### config.mk
export PLATFORM = sky130hd
export DESIGN_NAME = matrix_mul_seq
export DESIGN_NICKNAME = d
export VERILOG_FILES = /design/src/rtl/matrix_mul_seq.sv
export SDC_FILE = /design/constraint.sdc
export NUM_CORES = 1
export LEC_CHECK = 0
export CAP_MARGIN = 25
export CORE_AREA = 10 10 317 319
export DETAILED_ROUTE_END_ITERATION = 8
export DIE_AREA = 0 0 327 329
export MAX_ROUTING_LAYER = met4
export PLACE_DENSITY_LB_ADDON = 0.08
export SYNTH_ARGS = -nofsm -noshare
export SYNTH_HDL_FRONTEND = slang
export SYNTH_SLANG_ARGS = --single-unit
### constraint.sdc
create_clock -name clk -period 27.3 [get_ports clk]
set_input_delay 5.46 -clock clk [delete_from_list [all_inputs] [get_ports clk]]
set_output_delay 5.46 -clock clk [all_outputs]
set_load 0.02 [all_outputs]
### src/rtl/matrix_mul_seq.sv
// matrix_mul_seq: sequential matrix multiplier, C = A x B, one MAC per cycle.
// Operands and dimensions are captured when a request is accepted; the result
// and status registers hold until the next accepted request.
// Optional feature: define MATMUL_SATURATE_EN to clamp each result element at
// 2^ACC_W-1 instead of wrapping modulo 2^ACC_W.
//
// state | meaning
// IDLE  | waiting for start; previous result/status held
// CHECK | validating the captured dimensions
// MAC   | one multiply-accumulate per cycle, k innermost, then j, then i
// FIN   | publish status; done pulses on the way back to IDLE
module matrix_mul_seq #(
    parameter int MAX_DIM = 5,
    parameter int DATA_W  = 8,
    parameter int ACC_W   = 16,
    parameter int DIM_W   = 3
) (
    input  logic                               clk,
    input  logic                               reset,
    input  logic                               start,
    input  logic [DIM_W-1:0]                   a_m,
    input  logic [DIM_W-1:0]                   a_n,
    input  logic [DIM_W-1:0]                   b_m,
    input  logic [DIM_W-1:0]                   b_n,
    input  logic [MAX_DIM*MAX_DIM*DATA_W-1:0]  matrixA,
    input  logic [MAX_DIM*MAX_DIM*DATA_W-1:0]  matrixB,
    output logic                               busy,
    output logic                               done,
    output logic                               valid,
    output logic                               mulError,
    output logic [DIM_W-1:0]                   c_m,
    output logic [DIM_W-1:0]                   c_n,
    output logic [MAX_DIM*MAX_DIM*ACC_W-1:0]   aMulB
);

    localparam int ELEMS  = MAX_DIM * MAX_DIM;
    localparam int IDX_W  = (ELEMS > 1) ? $clog2(ELEMS) : 1;
    localparam int PROD_W = 2 * DATA_W;
    localparam int SUM_W  = ((ACC_W > PROD_W) ? ACC_W : PROD_W) + 1;

    typedef enum logic [1:0] {
        IDLE  = 2'd0,
        CHECK = 2'd1,
        MAC   = 2'd2,
        FIN   = 2'd3
    } state_t;

    state_t state, state_next;

    logic [DIM_W-1:0]  a_m_r, a_n_r, b_m_r, b_n_r;
    logic [DATA_W-1:0] a_mem [ELEMS];
    logic [DATA_W-1:0] b_mem [ELEMS];
    logic [ACC_W-1:0]  c_mem [ELEMS];
    logic [DIM_W-1:0]  idx_i, idx_j, idx_k;
    logic [ACC_W-1:0]  acc;
    logic              err;

    logic              dims_legal;
    logic              k_last, j_last, i_last, mac_last;
    logic [IDX_W-1:0]  a_idx, b_idx, c_idx;
    logic [PROD_W-1:0] prod;
    logic [ACC_W-1:0]  acc_base;
    logic [SUM_W-1:0]  sum;
    logic [ACC_W-1:0]  acc_new;

    // Dimension check on the captured request
    always_comb begin
        dims_legal = (a_n_r == b_m_r)
                  && (a_m_r != '0) && (a_m_r <= DIM_W'(MAX_DIM))
                  && (a_n_r != '0) && (a_n_r <= DIM_W'(MAX_DIM))
                  && (b_n_r != '0) && (b_n_r <= DIM_W'(MAX_DIM));
    end

    // Loop-end flags and the multiply-accumulate datapath for the current (i,j,k)
    always_comb begin
        k_last   = (idx_k == a_n_r - DIM_W'(1));
        j_last   = (idx_j == b_n_r - DIM_W'(1));
        i_last   = (idx_i == a_m_r - DIM_W'(1));
        mac_last = k_last && j_last && i_last;
        a_idx    = IDX_W'(idx_i) * IDX_W'(MAX_DIM) + IDX_W'(idx_k);
        b_idx    = IDX_W'(idx_k) * IDX_W'(MAX_DIM) + IDX_W'(idx_j);
        c_idx    = IDX_W'(idx_i) * IDX_W'(MAX_DIM) + IDX_W'(idx_j);
        prod     = PROD_W'(a_mem[a_idx]) * PROD_W'(b_mem[b_idx]);
        // k==0 starts a fresh element, so the stale accumulator is ignored
        acc_base = (idx_k == '0) ? '0 : acc;
        sum      = SUM_W'(acc_base) + SUM_W'(prod);
`ifdef MATMUL_SATURATE_EN
        // Once clamped, acc_base is all ones and any further product keeps it clamped
        acc_new  = (sum[SUM_W-1:ACC_W] != '0) ? '1 : sum[ACC_W-1:0];
`else
        acc_new  = sum[ACC_W-1:0];
`endif
    end

    // State register
    always_ff @(posedge clk) begin
        if (reset) state <= IDLE;
        else       state <= state_next;
    end

    // Next-state logic
    always_comb begin
        state_next = state;
        case (state)
            IDLE:    if (start) state_next = CHECK;
            CHECK:   state_next = dims_legal ? MAC : FIN;
            MAC:     if (mac_last) state_next = FIN;
            FIN:     state_next = IDLE;
            default: state_next = IDLE;
        endcase
    end

    // Operand capture, loop counters, accumulation and status registers
    always_ff @(posedge clk) begin
        if (reset) begin
            busy     <= 1'b0;
            done     <= 1'b0;
            valid    <= 1'b0;
            mulError <= 1'b0;
            c_m      <= '0;
            c_n      <= '0;
            a_m_r    <= '0;
            a_n_r    <= '0;
            b_m_r    <= '0;
            b_n_r    <= '0;
            idx_i    <= '0;
            idx_j    <= '0;
            idx_k    <= '0;
            acc      <= '0;
            err      <= 1'b0;
            for (int e = 0; e < ELEMS; e++) begin
                a_mem[e] <= '0;
                b_mem[e] <= '0;
                c_mem[e] <= '0;
            end
        end else begin
            done <= (state == FIN);
            case (state)
                IDLE: begin
                    if (start) begin
                        busy     <= 1'b1;
                        valid    <= 1'b0;
                        mulError <= 1'b0;
                        c_m      <= '0;
                        c_n      <= '0;
                        a_m_r    <= a_m;
                        a_n_r    <= a_n;
                        b_m_r    <= b_m;
                        b_n_r    <= b_n;
                        idx_i    <= '0;
                        idx_j    <= '0;
                        idx_k    <= '0;
                        acc      <= '0;
                        err      <= 1'b0;
                        // Clearing here keeps elements outside c_m x c_n at zero
                        for (int e = 0; e < ELEMS; e++) begin
                            a_mem[e] <= matrixA[e*DATA_W +: DATA_W];
                            b_mem[e] <= matrixB[e*DATA_W +: DATA_W];
                            c_mem[e] <= '0;
                        end
                    end
                end
                CHECK: begin
                    err <= !dims_legal;
                end
                MAC: begin
                    if (k_last) begin
                        c_mem[c_idx] <= acc_new;
                        acc          <= '0;
                        idx_k        <= '0;
                        if (j_last) begin
                            idx_j <= '0;
                            idx_i <= idx_i + DIM_W'(1);
                        end else begin
                            idx_j <= idx_j + DIM_W'(1);
                        end
                    end else begin
                        acc   <= acc_new;
                        idx_k <= idx_k + DIM_W'(1);
                    end
                end
                FIN: begin
                    busy     <= 1'b0;
                    valid    <= !err;
                    mulError <= err;
                    c_m      <= err ? '0 : a_m_r;
                    c_n      <= err ? '0 : b_n_r;
                end
                default: ;
            endcase
        end
    end

    // Flatten the result array onto the output bus
    always_comb begin
        aMulB = '0;
        for (int e = 0; e < ELEMS; e++) begin
            aMulB[e*ACC_W +: ACC_W] = c_mem[e];
        end
    end

endmodule

==> results by stage <==
STA:
- The tightest slew margin relative to the limit is 31.98%.
- The number of hold violations in the final report is 0.
- On the final layout, the worst hold slack is 0.4919 ns.
- Setup repair after global routing left no endpoint under its margin.
- Derived from the worst setup path, the maximum achievable clock frequency is 0.1098 GHz.
- The post-route fraction of the period consumed by the critical path is 33.36%.
- The number of pins exceeding their max-slew limit in the final report came to 0.
- The sum of negative setup slack is 0 ns.
- Subtracting the final worst setup slack from the clock period gives 9.107 ns.
- The slew at the pin closest to its max-slew limit is 1.020 ns.
- The setup-violating endpoint count in the final report is 0.
- Clock skew on the completed layout was measured at 0.02313 ns.

Clock network:
- The clock-pin transition on the worst setup and hold timing paths is 0.06 ns.
- The clock tree from TritonCTS is yes.
- The count of hold buffers inserted by post-cts repair is 0.
- After clock tree synthesis, the setup repair step added 0 buffers.
- The CTS buffer count is 90.
- In this run the deepest clock path goes through 3 buffers.
- The post-cts resize count is 0.
- The clock net sink count is 850.
- The H-tree was split into 3 levels.
- For the worst-skew pair, the clock arrives at the later sink with an insertion delay of 0.65 ns.
- The tree is rooted in a sky130_fd_sc_hd__clkbuf_16.

GRT:
- The maximum number of pins on one net before global-route repair is 140.
- The first global-routing pass estimated 170,900 um of wire.
- The overall routing resource usage is 22.05%.
- The overflow left after global routing is 0.
- The initial antenna violation count was 10.
- The number of global-route vias before repair is 25.26k.

Pwr:
- The worst-case IR drop observed on VDD is 0.2899 mV.
- The analysis attributes to cell leakage a power of 0.01866 uW.
- The power density of the placed cells is 105.2 nW/um^2.
- The total power consumption of the routed design is 5265 uW.

Setup path:
- The most critical setup path has its startpoint at start.
- The endpoint class of the critical path is a flip-flop.
- STA classifies the critical path startpoint as a primary input.
- The worst register-to-register path begins at idx_k[0]$_SDFFE_PP0P_.
- The length in cells of the worst reg-to-reg path is 25.
- The critical path in this run is classified as primary input to flip-flop.
- At the worst endpoint, the required time is 27.56 ns.
- The reg-to-reg endpoint is c_mem[22][15]$_SDFFCE_PN0P_.
- For the worst setup path, the data arrival time is 9.36 ns.
- The maximum net fanout on the critical path is 134.
- In this run the register-to-register setup slack is 19.02 ns.

Final layout:
- Cells fill 53.05% of the core in the end.
- The area occupied by multi-input gates is 11,610 um^2.
- Cells with a size suffix above 1 make up 9.179% of the layout.
- The top cell types in the final layout, fill and taps aside, are 823 x sky130_fd_sc_hd__clkdlybuf4s50_1, 800 x sky130_fd_sc_hd__edfxtp_1, 483 x sky130_fd_sc_hd__nor2_1.
- The count of filler cells inserted in the layout is 7,879.
- The non-filler instance count after layout is 4,771.
- Leaving out fill and tap cells, the most frequent cell in the layout is sky130_fd_sc_hd__clkdlybuf4s50_1.
- From synthesis to final layout, the design area changed by 33.15%.
- The area taken by flip-flops and latches is 25,020 um^2.
- The number of nets in the layout is 3,962.

Floorplanning:
- During I/O placement, the number of pins put on the boundary was 825.
- Once the floorplan was initialized, standard cells occupied 39.85% of the core.
- The area of the core region is 94,300 um^2.
- Measured along the x axis, the die boundary spans 327 um.
- From bottom edge to top edge, the die measures 329 um.
- The die covers 107,600 um^2.
- The initialized floorplan defines 113 standard-cell rows.

Placement:
- The cell total after placement is 4,596.
- Detailed placement ended at an HPWL of 87,520 um.
- The number of port buffers is 824.
- The routability congestion estimate is 0.8313.

Synthesis:
- The flip-flop and latch count after synthesis is 850.
- The async set or reset register ratio after synthesis is 0%.
- The number of instances in the synthesized netlist is 2,626.
- Yosys mapped a number of flops with a built-in enable equal to 800.
- Among all flip-flop cells after synthesis, the most frequent one is sky130_fd_sc_hd__edfxtp_1.
- The post-synthesis instance area is 37,580 um^2.
- The count of different cell masters after synthesis is 64.
- A synthesized cell averages 14.31 um^2.
- During synthesis, Yosys emitted a total of 0 warnings.
- The number of nets handed over by synthesis was 3,162.
- For this run, the register share of the synthesized area comes to 66.59%.

Routing:
- The detailed-route vias per instance is 4.991.
- The DRC violations left is 0.
- The number of routed nets with antenna violations is 0.
- The via count is 23.81k.
- The wire length after detailed routing is 118,800 um.
- The routed length per placed instance is 24.91 um.
- The detailed router finished its first iteration with 2,211 violations.
- The number of iterations in the first detailed-routing pass is 5.

Hold path:
- The startpoint identified for the worst hold timing path is acc[11]$_SDFFE_PP0P_.
- The path with the worst hold slack has its endpoint at acc[11]$_SDFFE_PP0P_.
- Along the worst hold path, the cell count comes to 2.
- The worst hold path class is flip-flop to flip-flop.

Outcome:
- The run finished with clean final reports.

Flow run:
- The max-capacitance violation count is 0.
kinds of logic (layout without fill, tap and decap cells):
| family | after synthesis | after routing | share of synthesized area (%) |
|---|---|---|---|
| muxes | 152 | 152 | 7.555 |
| DFF | 850 | 850 | 66.59 |
| other | 0 | 9 | 0 |
| adders and majority gates | 121 | 121 | 5.088 |
| buffers and inverters | 265 | 1136 | 3.053 |
| AOI/OAI and AO/OA | 127 | 127 | 2.381 |
| xor gates and xnor gates | 39 | 39 | 1.046 |
| and+or+nand+nor | 1072 | 1072 | 14.28 |
how the worst max path moves through the flow:
stage	end	slack, ns	cells past startpoint
floorplan	a_mem[0][0]$_SDFFCE_PN0P_	12.96	3
detailed placement	b_mem[0][2]$_SDFFCE_PN0P_	17.27	6
finish	b_mem[6][2]$_SDFFCE_PN0P_	18.19	7
global route	b_mem[1][0]$_SDFFCE_PN0P_	17.89	7
CTS	b_mem[0][2]$_SDFFCE_PN0P_	17.96	6
global placement	b_mem[2][2]$_SDFFCE_PN0P_	17.44	6
worst max-delay path, stage by stage:
cell and delay [ns]:
sky130_fd_sc_hd__clkdlybuf4s50_1 0.58, sky130_fd_sc_hd__a21oi_4 0.11, sky130_fd_sc_hd__inv_8 0.54, sky130_fd_sc_hd__buf_4 0.73
sky130_fd_sc_hd__buf_4 0.52, sky130_fd_sc_hd__buf_16 0.31, sky130_fd_sc_hd__buf_4 0.76
per-stage QoR:
stage	setup WS [ns]	instance area, um^2
3_3_place_gp	17.44	47140
5_1_grt	17.89	50030
6_report	18.19	50030
4_1_cts	17.96	49940
3_5_place_dp	17.27	47150
2_1_floorplan	12.96	37580
Yosys cell counts, types with 6 or more instances:
| cell | count | area share [%] |
|---|---|---|
| sky130_fd_sc_hd__nor2_1 | 484 | 4.8 |
| sky130_fd_sc_hd__a22oi_1 | 12 | 0.24 |
| sky130_fd_sc_hd__o21ai_0 | 27 | 0.36 |
| sky130_fd_sc_hd__xor2_1 | 15 | 0.35 |
| sky130_fd_sc_hd__nand3_1 | 10 | 0.13 |
| sky130_fd_sc_hd__buf_4 | 6 | 0.12 |
| sky130_fd_sc_hd__nand2_2 | 16 | 0.27 |
| sky130_fd_sc_hd__nand2_1 | 77 | 0.77 |
| sky130_fd_sc_hd__mux4_1 | 10 | 0.70 |
| sky130_fd_sc_hd__buf_2 | 44 | 0.59 |
| sky130_fd_sc_hd__inv_1 | 109 | 1.1 |
| sky130_fd_sc_hd__nor2b_1 | 119 | 2.0 |
| sky130_fd_sc_hd__nand2b_1 | 17 | 0.28 |
| sky130_fd_sc_hd__ha_1 | 68 | 2.3 |
| sky130_fd_sc_hd__or2_1 | 7 | 0.12 |
| sky130_fd_sc_hd__a21oi_1 | 24 | 0.32 |
| sky130_fd_sc_hd__buf_6 | 10 | 0.30 |
| sky130_fd_sc_hd__clkbuf_1 | 91 | 0.91 |
| sky130_fd_sc_hd__o21a_1 | 12 | 0.24 |
| sky130_fd_sc_hd__edfxtp_1 | 800 | 64 |
| sky130_fd_sc_hd__dfxtp_1 | 50 | 2.7 |
| sky130_fd_sc_hd__mux4_2 | 92 | 5.5 |
| sky130_fd_sc_hd__nor3_1 | 21 | 0.28 |
| sky130_fd_sc_hd__a211oi_2 | 9 | 0.30 |
| sky130_fd_sc_hd__fa_1 | 53 | 2.8 |
| sky130_fd_sc_hd__mux2i_1 | 47 | 1.3 |
| sky130_fd_sc_hd__a21o_1 | 9 | 0.18 |
| sky130_fd_sc_hd__and2_1 | 295 | 4.9 |
| sky130_fd_sc_hd__xnor2_1 | 19 | 0.44 |
cell type report:
cell class              count  area share [%]
flip-flops and latches    850           50.01
clock buffers             114           4.681
inverters                 114          0.8703
clock inverters            49          0.8853
diodes                      9         0.04501
repair buffers            859           17.13
well taps                1265           3.163
multi-input cells        1511           23.21
where the power goes:
group	leakage [uW]	internal [uW]	switching, uW
registers	0.00904	1700	77.6
logic	0.00825	704	1610
clock network	0.00137	667	507
total	0.0187	3070	2200
per-layer routing:
metal / global-route usage, % / wire length (um) / up-vias
li1: - / - / 10820
met1: 25.32 / 45850 / 11870
met2: 38.99 / 62820 / 948
met3: 4.197 / 7097 / 176
met4: 6.416 / 3081 / 0
met5: - / 0 / -
sequential cells by signal, summed over array words and instances (netlist names):
name	cells
a_m_r	3
a_mem	200
a_n_r	3
acc	16
b_m_r	3
b_mem	200
b_n_r	3
busy	1
c_m	3
c_mem	400
c_n	3
done	1
err	1
idx_i	3
idx_j	3
idx_k	3
mulError	1
state	2
valid	1
Power figures use the tool's default switching activity.
